==> src/rtl/tlat_bank_pkg.sv <==
// Shared types and limits for the tlat_bank_oe latch bank.
// Holds the OE sequencer state encoding, the configuration limits and
// the helper that sizes the per-channel turn-on delay counter.
package tlat_bank_pkg;

  localparam int MAX_WIDTH    = 64;
  localparam int MAX_CHANNELS = 16;
  localparam int MAX_OE_DELAY = 255;

  typedef enum logic [1:0] {
    OE_OFF = 2'd0,
    OE_ARM = 2'd1,
    OE_ON  = 2'd2
  } oe_state_t;

  // Counter width for a turn-on delay. A zero delay still gets one bit,
  // so the counter never collapses to a zero-width vector.
  function automatic int cnt_width(input int delay);
    int w;
    if (delay < 1) begin
      w = 1;
    end else begin
      w = $clog2(delay + 1);
    end
    return w;
  endfunction

endpackage : tlat_bank_pkg

==> src/rtl/tlat_chan.sv <==
// One latch channel: the storage register, the transparent latch value,
// the break-before-make output-enable sequencer and the gated output.
// Build option TLAT_BANK_TRISTATE_EN: a disabled output floats ('z)
// instead of being driven to zero.
module tlat_chan
  import tlat_bank_pkg::*;
#(
  parameter int WIDTH    = 8,
  parameter int OE_DELAY = 2
) (
  input  logic             clk,
  input  logic             rst_n,
  input  logic [WIDTH-1:0] d,
  input  logic             g,
  input  logic             oe,
  output logic [WIDTH-1:0] t,
  output logic [WIDTH-1:0] q,
  output logic             q_en
);

  localparam int CW = cnt_width(OE_DELAY);
  // Count value on which the sequencer leaves ARM; unused when the delay is zero.
  localparam logic [CW-1:0] CNT_LAST = (OE_DELAY > 0) ? CW'(OE_DELAY - 1) : {CW{1'b0}};

  logic [WIDTH-1:0] lat_q;
  logic [WIDTH-1:0] lat_d;
  oe_state_t        state_q;
  oe_state_t        state_d;
  logic [CW-1:0]    cnt_q;
  logic [CW-1:0]    cnt_d;

  // Storage capture and OE sequencer next-state.
  always_comb begin
    lat_d   = lat_q;
    state_d = state_q;
    cnt_d   = cnt_q;

    if (g) begin
      lat_d = d;
    end else begin
      lat_d = lat_q;
    end

    case (state_q)
      OE_OFF: begin
        cnt_d = {CW{1'b0}};
        if (oe) begin
          if (OE_DELAY == 0) begin
            state_d = OE_ON;
          end else begin
            state_d = OE_ARM;
          end
        end else begin
          state_d = OE_OFF;
        end
      end
      OE_ARM: begin
        if (!oe) begin
          // Any drop of the request throws the partial count away.
          state_d = OE_OFF;
          cnt_d   = {CW{1'b0}};
        end else if (cnt_q == CNT_LAST) begin
          state_d = OE_ON;
          cnt_d   = {CW{1'b0}};
        end else begin
          state_d = OE_ARM;
          cnt_d   = cnt_q + CW'(1);
        end
      end
      OE_ON: begin
        cnt_d = {CW{1'b0}};
        if (!oe) begin
          state_d = OE_OFF;
        end else begin
          state_d = OE_ON;
        end
      end
      default: begin
        state_d = OE_OFF;
        cnt_d   = {CW{1'b0}};
      end
    endcase
  end

  // State registers; reset clears storage and forces the driver off at once.
  always_ff @(posedge clk or negedge rst_n) begin
    if (!rst_n) begin
      lat_q   <= {WIDTH{1'b0}};
      state_q <= OE_OFF;
      cnt_q   <= {CW{1'b0}};
    end else begin
      lat_q   <= lat_d;
      state_q <= state_d;
      cnt_q   <= cnt_d;
    end
  end

  // Latch value and drive enable. Turn-off follows oe with no clock delay.
  always_comb begin
    if (g) begin
      t = d;
    end else begin
      t = lat_q;
    end
    q_en = (state_q == OE_ON) & oe;
  end

`ifdef TLAT_BANK_TRISTATE_EN
  assign q = q_en ? t : {WIDTH{1'bz}};
`else
  assign q = q_en ? t : {WIDTH{1'b0}};
`endif

endmodule : tlat_chan

==> src/rtl/tlat_bank_oe.sv <==
// Bank of CHANNELS independent latch channels with break-before-make
// output enables, plus a bank-wide snapshot register.
// Build option TLAT_BANK_TRISTATE_EN: disabled channel outputs float ('z).
module tlat_bank_oe
  import tlat_bank_pkg::*;
#(
  parameter int WIDTH    = 8,
  parameter int CHANNELS = 4,
  parameter int OE_DELAY = 2
) (
  input  logic                      clk,
  input  logic                      rst_n,
  input  logic [CHANNELS*WIDTH-1:0] d,
  input  logic [CHANNELS-1:0]       g,
  input  logic [CHANNELS-1:0]       oe,
  input  logic                      snap,
  output logic [CHANNELS*WIDTH-1:0] q,
  output logic [CHANNELS-1:0]       q_en,
  output logic [CHANNELS*WIDTH-1:0] snap_q,
  output logic                      snap_valid
);

  if ((WIDTH < 1) || (WIDTH > MAX_WIDTH) ||
      (CHANNELS < 1) || (CHANNELS > MAX_CHANNELS) ||
      (OE_DELAY < 0) || (OE_DELAY > MAX_OE_DELAY)) begin : g_bad_cfg
    $error("tlat_bank_oe: parameter out of range");
  end

  logic [CHANNELS*WIDTH-1:0] t_all_s;
  logic [CHANNELS*WIDTH-1:0] snap_q_q;
  logic [CHANNELS*WIDTH-1:0] snap_q_d;
  logic                      snap_valid_q;
  logic                      snap_valid_d;

  for (genvar c = 0; c < CHANNELS; c++) begin : g_chan
    tlat_chan #(
      .WIDTH    (WIDTH),
      .OE_DELAY (OE_DELAY)
    ) u_chan (
      .clk   (clk),
      .rst_n (rst_n),
      .d     (d[c*WIDTH +: WIDTH]),
      .g     (g[c]),
      .oe    (oe[c]),
      .t     (t_all_s[c*WIDTH +: WIDTH]),
      .q     (q[c*WIDTH +: WIDTH]),
      .q_en  (q_en[c])
    );
  end

  // Snapshot takes the latch values, independent of the output enables.
  always_comb begin
    if (snap) begin
      snap_q_d = t_all_s;
    end else begin
      snap_q_d = snap_q_q;
    end
    snap_valid_d = snap;
  end

  // Snapshot registers.
  always_ff @(posedge clk or negedge rst_n) begin
    if (!rst_n) begin
      snap_q_q     <= {(CHANNELS*WIDTH){1'b0}};
      snap_valid_q <= 1'b0;
    end else begin
      snap_q_q     <= snap_q_d;
      snap_valid_q <= snap_valid_d;
    end
  end

  assign snap_q     = snap_q_q;
  assign snap_valid = snap_valid_q;

endmodule : tlat_bank_oe

==> config.mk <==
export PLATFORM = sky130hd
export DESIGN_NAME = tlat_bank_oe
export DESIGN_NICKNAME = d
export VERILOG_FILES = /design/src/rtl/tlat_bank_pkg.sv /design/src/rtl/tlat_chan.sv /design/src/rtl/tlat_bank_oe.sv
export SDC_FILE = /design/constraint.sdc
export NUM_CORES = 1
export LEC_CHECK = 0
export CAP_MARGIN = 25
export CORE_MARGIN = 2
export CORE_UTILIZATION = 40
export CTS_CLUSTER_DIAMETER = 50
export DETAILED_ROUTE_END_ITERATION = 12
export PLACE_DENSITY_LB_ADDON = 0.1
export REMOVE_ABC_BUFFERS = 1
export SYNTH_ARGS = -nofsm -noshare
export SYNTH_HDL_FRONTEND = slang
export SYNTH_SLANG_ARGS = --single-unit
==> constraint.sdc <==
create_clock -name clk -period 2.2 [get_ports clk]
set_input_delay 0.55 -clock clk [delete_from_list [all_inputs] [get_ports clk]]
set_output_delay 0.55 -clock clk [all_outputs]
set_load 0.02 [all_outputs]
# Yosys cells after proc, flatten, opt, wreduce, memory -nomap -nowiden
# Cells that the tools add are included.
dict set report op_classes {
  add_sub_neg 4
  mux 40
  bitwise 4
  reduce_logical 4
  eq_ne 12
}
# op count
set ops {}
lappend ops {{8-bit two-way mux} 8}
lappend ops {{2-bit two-way mux} 24}
lappend ops {{2-bit case mux with 3 select lines} 4}
lappend ops {{2-bit by 1-bit == test with 1-bit output (second input constant)} 8}
lappend ops {{2-bit by 1-bit adder with 2-bit output (second input constant)} 4}
lappend ops {{2-bit == test (second input constant)} 4}
lappend ops {{2-bit zero test} 4}
lappend ops {{1-bit AND} 4}
lappend ops {{1-bit two-way mux} 4}
dict set report word_totals {
  output_inout_bits 69
  ff_bits 81
  input_bits 43
  word_cells 78
}

# Logic depth before layout (Yosys ltp)
# Gate-level depths: netlist of run 1.
dict set report logic_depth {
  word_depth 4
  mapped_depth 4
  ltp_nobuf 2
}

# Hierarchy
# Synthesis of run 1 repeated with hierarchy kept, for this count alone.
dict set report unflattened {
  cells_unflattened 217
  area_unflattened_um2 3602.2
}
# mod seq_area_each_um2 n_inst cells_per_inst area_per_inst_um2
set modules_own_cells {}
lappend modules_own_cells {tlat_chan 300.3 4 37 558.0}
lappend modules_own_cells {tlat_bank_oe 825.8 1 69 1370.1}

# Least setup slack after synthesis of run 1
# No wires, ideal clock.
dict set report synth_timing {
  path_kind {input port to output port}
  startpoint {input g[1]}
  endpoint {output q[10]}
  t_arrival_ns 1.124
  cell_stages 3
  path_buffers 1
  required_time_ns 1.650
  setup_slack_ns 0.526
  cell_sequence {buf_6 -> mux2i_1 -> nor2_1}
}
dict set report synth_via {
  elab_chain_cells 2
}
# element line_no
set synth_rtl {}
lappend synth_rtl {{from (decl)} tlat_bank_oe.sv:14} ;# input logic [CHANNELS-1:0] g,
lappend synth_rtl {{8-bit two-way mux} -}
lappend synth_rtl {{8-bit two-way mux} tlat_chan.sv:111} ;# assign q = q_en ? t : {WIDTH{1'b0}};
lappend synth_rtl {{to (decl)} tlat_bank_oe.sv:17} ;# output logic [CHANNELS*WIDTH-1:0] q,
# Every way passes these cells.

# Worst setup path in the final report of run 1
dict set report layout_timing {
  startpoint {input g[3]}
  endpoint {output q[30]}
}
dict set report layout_via {
  elab_chain_cells 2
}
# element line_no
set layout_rtl {}
lappend layout_rtl {{8-bit two-way mux} tlat_chan.sv:100} ;# if (g) begin
lappend layout_rtl {{8-bit two-way mux} tlat_chan.sv:111}
# Every way passes these cells.

==> results of run 1 <==
state kept, by name (all words and copies together) (netlist names):
name / cells
g_chan.u_chan.cnt_q: 8
g_chan.u_chan.lat_q: 32
snap_valid: 1
snap_q: 32
g_chan.u_chan.state_q: 8
cell type report:
class | instances | area, µm² | area share (%)
repair buffers | 174 | 1560 | 30.4
clock inverters | 3 | 40.0 | 0.781
inverters | 36 | 135 | 2.64
well taps | 102 | 128 | 2.49
flip-flops and latches | 81 | 2030 | 39.6
clock buffers | 12 | 155 | 3.03
multi-input cells | 157 | 1080 | 21.1
how the worst min path moves through the flow:
| stage | endpoint | slack, ns | depth (start not counted) |
|---|---|---|---|
| after CTS | g_chan[2].u_chan.lat_q[1] | 0.17 | 1 |
| after global routing | g_chan[2].u_chan.lat_q[1] | 0.19 | 1 |
| after detailed placement | g_chan[3].u_chan.state_q[1] | 0.46 | 1 |
| final | g_chan[2].u_chan.lat_q[1] | 0.16 | 1 |
| after floorplan | g_chan[0].u_chan.cnt_q[0] | 0.25 | 0 |
| after global placement | g_chan[2].u_chan.state_q[1] | 0.47 | 1 |
layer usage:
metal | share of wire (%) | track usage [%] | vias up
met5 | 0 | 0 | -
met4 | 1.3 | 6.16 | 0
met3 | 5.8 | 4.17 | 10
met2 | 50 | 29.0 | 69
met1 | 43 | 23.0 | 1207
li1 | - | - | 1271
cell usage in the layout, fill, tap and decap left out, types with 5 or more instances in the layout:
master	synthesis	layout
buf_12	0	5
clkbuf_8	0	11
dfrtp_1	81	81
buf_2	3	16
mux2i_4	0	5
dlygate4sd2_1	0	11
clkdlybuf4s15_2	0	9
inv_1	36	36
clkdlybuf4s50_1	0	66
a21oi_1	32	32
mux2i_1	32	21
mux2i_2	0	6
buf_4	8	57
nor2_1	64	64
cell families after synthesis:
group,Yosys count
flip-flops,81
AND/OR/NAND/NOR,84
AO/OA/AOI/OAI,40
buffers and inverters,51
multiplexers,32
critical path, cell delays in order:
cell           delay [ns]
dlygate4sd2_1        0.25
buf_12               0.14
mux2i_1              0.25
nor2_1               0.05
dlygate4sd2_1        0.32
what timing repair did:
item	4_1_cts	5_1_grt
endpoints found under the setup margin	36	24
resized for setup	112	25
hold buffers	0	0
gates cloned	0	1
pin swaps	1	1
setup buffers	12	4
where the power goes:
| group | switching [µW] | internal (µW) |
|---|---|---|
| clock | 495 | 578 |
| sequential | 73.9 | 1630 |
| combinational | 348 | 420 |
stage by stage:
| stage | power (µW) | utilization, % | area [µm²] | setup TNS, ns | hold WS (ns) |
|---|---|---|---|---|---|
| 2_1_floorplan | 1980 | - | 3110 | 0 | 0.254 |
| 3_5_place_dp | 2440 | 61.1 | 4750 | -14.66 | 0.464 |
| 4_1_cts | 3560 | 65.2 | 5070 | -0.563 | 0.174 |
| 3_3_place_gp | 2420 | 61.1 | 4750 | -14.71 | 0.465 |
| 6_report | 3550 | 66.0 | 5120 | 0 | 0.159 |
| 5_1_grt | 3730 | 66.0 | 5120 | 0 | 0.190 |
==> impl_metrics.toml, run 1 <==
[clock_network]
cts_tree = "built"
clkLatencyLatePin_ns = 0.33
clock_sinks = 81
h-tree-depth = 3
cts_buffers = 9
clockRootBuffer = "clkbuf_8"
clkTransAtPathRegs_ns = 0.08
cts_buffer_depth = 2

[floorplanning]
core_area_um2 = 7770
num_rows = 32
die_w_um = 93.9
start_util_pct = 41.6
die_height_um = 93.9
die-area_um2 = 8820
io_pins = 112

[power_and_ir_drop]
leakage_uw = 0.00261
powerDensity_nw_per_um2 = 692
ir_drop_v = 0.000328

[drt]
first_iter_violations = 65
drc = 0
wl_um = 7580
dr.pass1.iters = 4
routedWlPerCell_um = 13.4
antenna_left = 0
vias = 2557
via_per_inst = 4.53

[synthesis]
synth_edf_count = 0
synth_compound_area_share_pct = 7.12
synth-main-ff-cell = "dfrtp_1"
synth_xor_xnor_area_share_pct = 0
ys_async_sr_fraction_pct = 100
yosysSeqAreaShare_pct = 62.7
synth.top_cells.by_count = "dfrtp_1 (81), nor2_1 (64), inv_1 (36), a21oi_1 (32), mux2i_1 (32)"
synthAdderAreaFrac_pct = 0
ys_seq_elements = 81
synthCells = 288
synth_most_common_cell = "dfrtp_1"
synth_top_family_by_area = "simple AND/OR/NAND/NOR gates"
yosys_warnings = 0
synth_top_area_share_pct = 62.7
synth.distinct_cells = 15
synth_area_leaders = "dfrtp_1 (63%), mux2i_1 (9.9%), nor2_1 (7.4%)"
netlist.top_cell.by_area = "dfrtp_1"
muxShareOfSynthArea_pct = 9.91
synthSimpleGateAreaFrac_pct = 12.4
netlist_area_um2 = 3230
synth.avg_cell_area_um2 = 11.2

[sta]
hold_viol = 0
worst-slew-pin-transition_ns = 0.476
setup_slack_ns = 0.0769
setup_viol = 0
fmax_mhz = 471
relSlewSlack_pct = 68.3
drv_slew = 0
final.period_utilization_pct = 96.5
period_needed_ns = 2.12
fin_skew_ns = 0.00960
rsz0062_at_grt = "false"

[worst_setup_path]
startpoint = "g[3]"
worstReg2RegEnd = "snap_q[3]"
cp.arrival_ns = 1.57
r2r_cells = 7
critPathLaunchType = "primary input"
critPathRequiredTime_ns = 1.65
endpoint_kind = "output pin"
regToRegSetupSlack_ns = 0.98
path_class = "in2out"
worstPathMaxFanout = 8
crit-reg2reg-launch = "g_chan[0].u_chan.lat_q[3]"
worstSetupEndpoint = "q[30]"

[final_layout]
num_antenna_cells = 0
layoutNonFillerInstCount = 565
nets = 502
syn_to_final_growth_pct = 58.5
fillers = 624
drive_gt1_share_pct = 28.3

[global_route]
antenna_found_initial = 0
overflow = 0
grt_start_max_net_pins = 66
grt_pass1_wl_um = 12200
grt_pass1_vias = 2567
grt_use_total_pct = 17.7

[placed_design]
gp_congestion = 0.703
portBuffers = 111
dp.cells = 533
place_ws_ns = -0.480
hpwl_um = 5120

[job]
maxCapViolCount = 0

[hold_path]
hold_path.class = "in2async"

[outcome]
status = "completed"
No activity file was read; power rests on OpenSTA's default activity.
==> inputs of run 2 (changes only) <==
- CORE_ASPECT_RATIO: default -> 0.7
- TNS_END_PERCENT: default -> 50
==> impl_metrics.toml, run 2 (synthesis results as in run 1) <==
[outcome]
status = "completed"

[hold_path]
hold_path.class = "in2async"

[placed_design]
hpwl_um = 5250
dp.cells = 527
portBuffers = 111
gp_congestion = 0.735
placed_cell_area_um2 = 4720

[worst_setup_path]
worstReg2RegEnd = "snap_q[18]"
endpoint_kind = "output pin"
critPathRequiredTime_ns = 1.65
worstPathMaxFanout = 10
regToRegSetupSlack_ns = 0.93
path_class = "in2out"
r2r_cells = 7
cp.arrival_ns = 1.58
critPathLaunchType = "primary input"
crit-reg2reg-launch = "g_chan[2].u_chan.lat_q[2]"

[drt]
via_per_inst = 4.53
drc = 0
routedWlPerCell_um = 13.8
wl_um = 7850
first_iter_violations = 83
antenna_left = 0
dr.pass1.iters = 4
vias = 2585

[floorplanning]
core_area_um2 = 7840
start_util_pct = 41.3
io_pins = 112
num_rows = 27
die_w_um = 111
die-area_um2 = 8830
die_height_um = 79.2

[clock_network]
clkLatencyLatePin_ns = 0.33
clkTransAtPathRegs_ns = 0.06
cts_tree = "built"
clockRootBuffer = "clkbuf_16"
cts_buffers = 9
cts_buffer_depth = 2
cts.hold.buffers_added = 0
h-tree-depth = 3
clock_sinks = 81

[sta]
rsz0062_at_grt = "false"
final.period_utilization_pct = 96.6
period_needed_ns = 2.13
relSlewSlack_pct = 66.6
setup_viol = 0
drv_slew = 0
hold_viol = 0
timing.setup.tns_ns = 0
fmax_mhz = 470
worst-slew-pin-transition_ns = 0.501
fin_skew_ns = 0.00908

[global_route]
grt_start_max_net_pins = 58
overflow = 0
grtUsageMet3_pct = 5.42
grt_pass1_wl_um = 13300
grt_use_met1_pct = 26.9
grt_pass1_vias = 2657
antenna_found_initial = 0
grtUsageMet2_pct = 29.5
grt_use_total_pct = 19.3
grt_busiest_layer = "met2"

[power_and_ir_drop]
powerDensity_nw_per_um2 = 786
ir_drop_v = 0.000406
leakage_uw = 0.00266
p_total_uw = 4230

[final_layout]
nets = 508
fin_util_pct = 68.6
num_antenna_cells = 0
layout_common_cells = "dfrtp_1 (81), clkdlybuf4s50_1 (67), buf_4 (64)"
drive_gt1_share_pct = 34.3
layoutNonFillerInstCount = 571
layout_commonest_cell = "dfrtp_1"
fillers = 608
syn_to_final_growth_pct = 66.3
stdcell_area_um2 = 5380

[job]
maxCapViolCount = 0
run 2: cell types whose count changed in the layout (fill, tap and decap cells not counted), sizes merged:
| cell | change |
|---|---|
| dlymetal6s2s | -2 |
| clkdlybuf4s15 | -2 |
| clkbuf | -4 |
| bufinv | +2 |
| dlygate4sd2 | -5 |
| buf | +17 |
| clkdlybuf4s50 | +1 |
run 2: layout make-up:
| type | instances | area, µm² | share of cell area (%) |
|---|---|---|---|
| clock buffers | 11 | 233 | 4.33 |
| clock inverters | 5 | 104 | 1.93 |
| inverters | 36 | 135 | 2.51 |
| multi-input cells | 157 | 1190 | 22.1 |
| flip-flops and latches | 81 | 2030 | 37.7 |
| well taps | 101 | 126 | 2.35 |
| repair buffers | 180 | 1560 | 29.1 |
run 2: worst max-delay path by stage:
| stage | from | end | slack, ns | cells after the start |
|---|---|---|---|---|
| after floorplan | oe[0] | q[0] | 0.61 | 2 |
| after global placement | g[0] | q[5] | -0.44 | 5 |
| after detailed placement | oe[2] | q[21] | -0.46 | 4 |
| after CTS | oe[0] | q_en[0] | 0.01 | 4 |
| after global routing | oe[3] | q[31] | 0.008 | 4 |
| final | oe[0] | q_en[0] | 0.07 | 4 |
run 2: stage by stage:
step | hold slack, ns | setup slack [ns]
after floorplan | 0.254 | 0.613
after global placement | 0.455 | -0.435
after detailed placement | 0.460 | -0.457
after CTS | 0.203 | 0.0119
after global routing | 0.222 | 0.00755
final | 0.187 | 0.0742
run 2: report_power, final:
group	internal, µW	total [µW]	switching (µW)
Clock	1110	1670	562
Sequential	1640	1720	82.3
Combinational	472	839	368
Total	3220	4230	1010
run 2: what timing repair did:
item / CTS / global route
setup endpoints to repair: 36 / 6
cloned: 1 / 0
gates resized for setup: 180 / 3
buffers inserted: 27 / 0
run 2: critical path, stage by stage:
cell	delay, ns
clkdlybuf4s50_1	0.52
nand3b_4	0.16
inv_1	0.09
clkdlybuf4s15_2	0.26
run 2: routing by layer:
metal	share of wire [%]	vias up	wire length (µm)
li1	-	1284	-
met1	48	1233	3730
met2	47	59	3660
met3	4.7	9	372
met4	1.2	0	93
met5	0	-	0
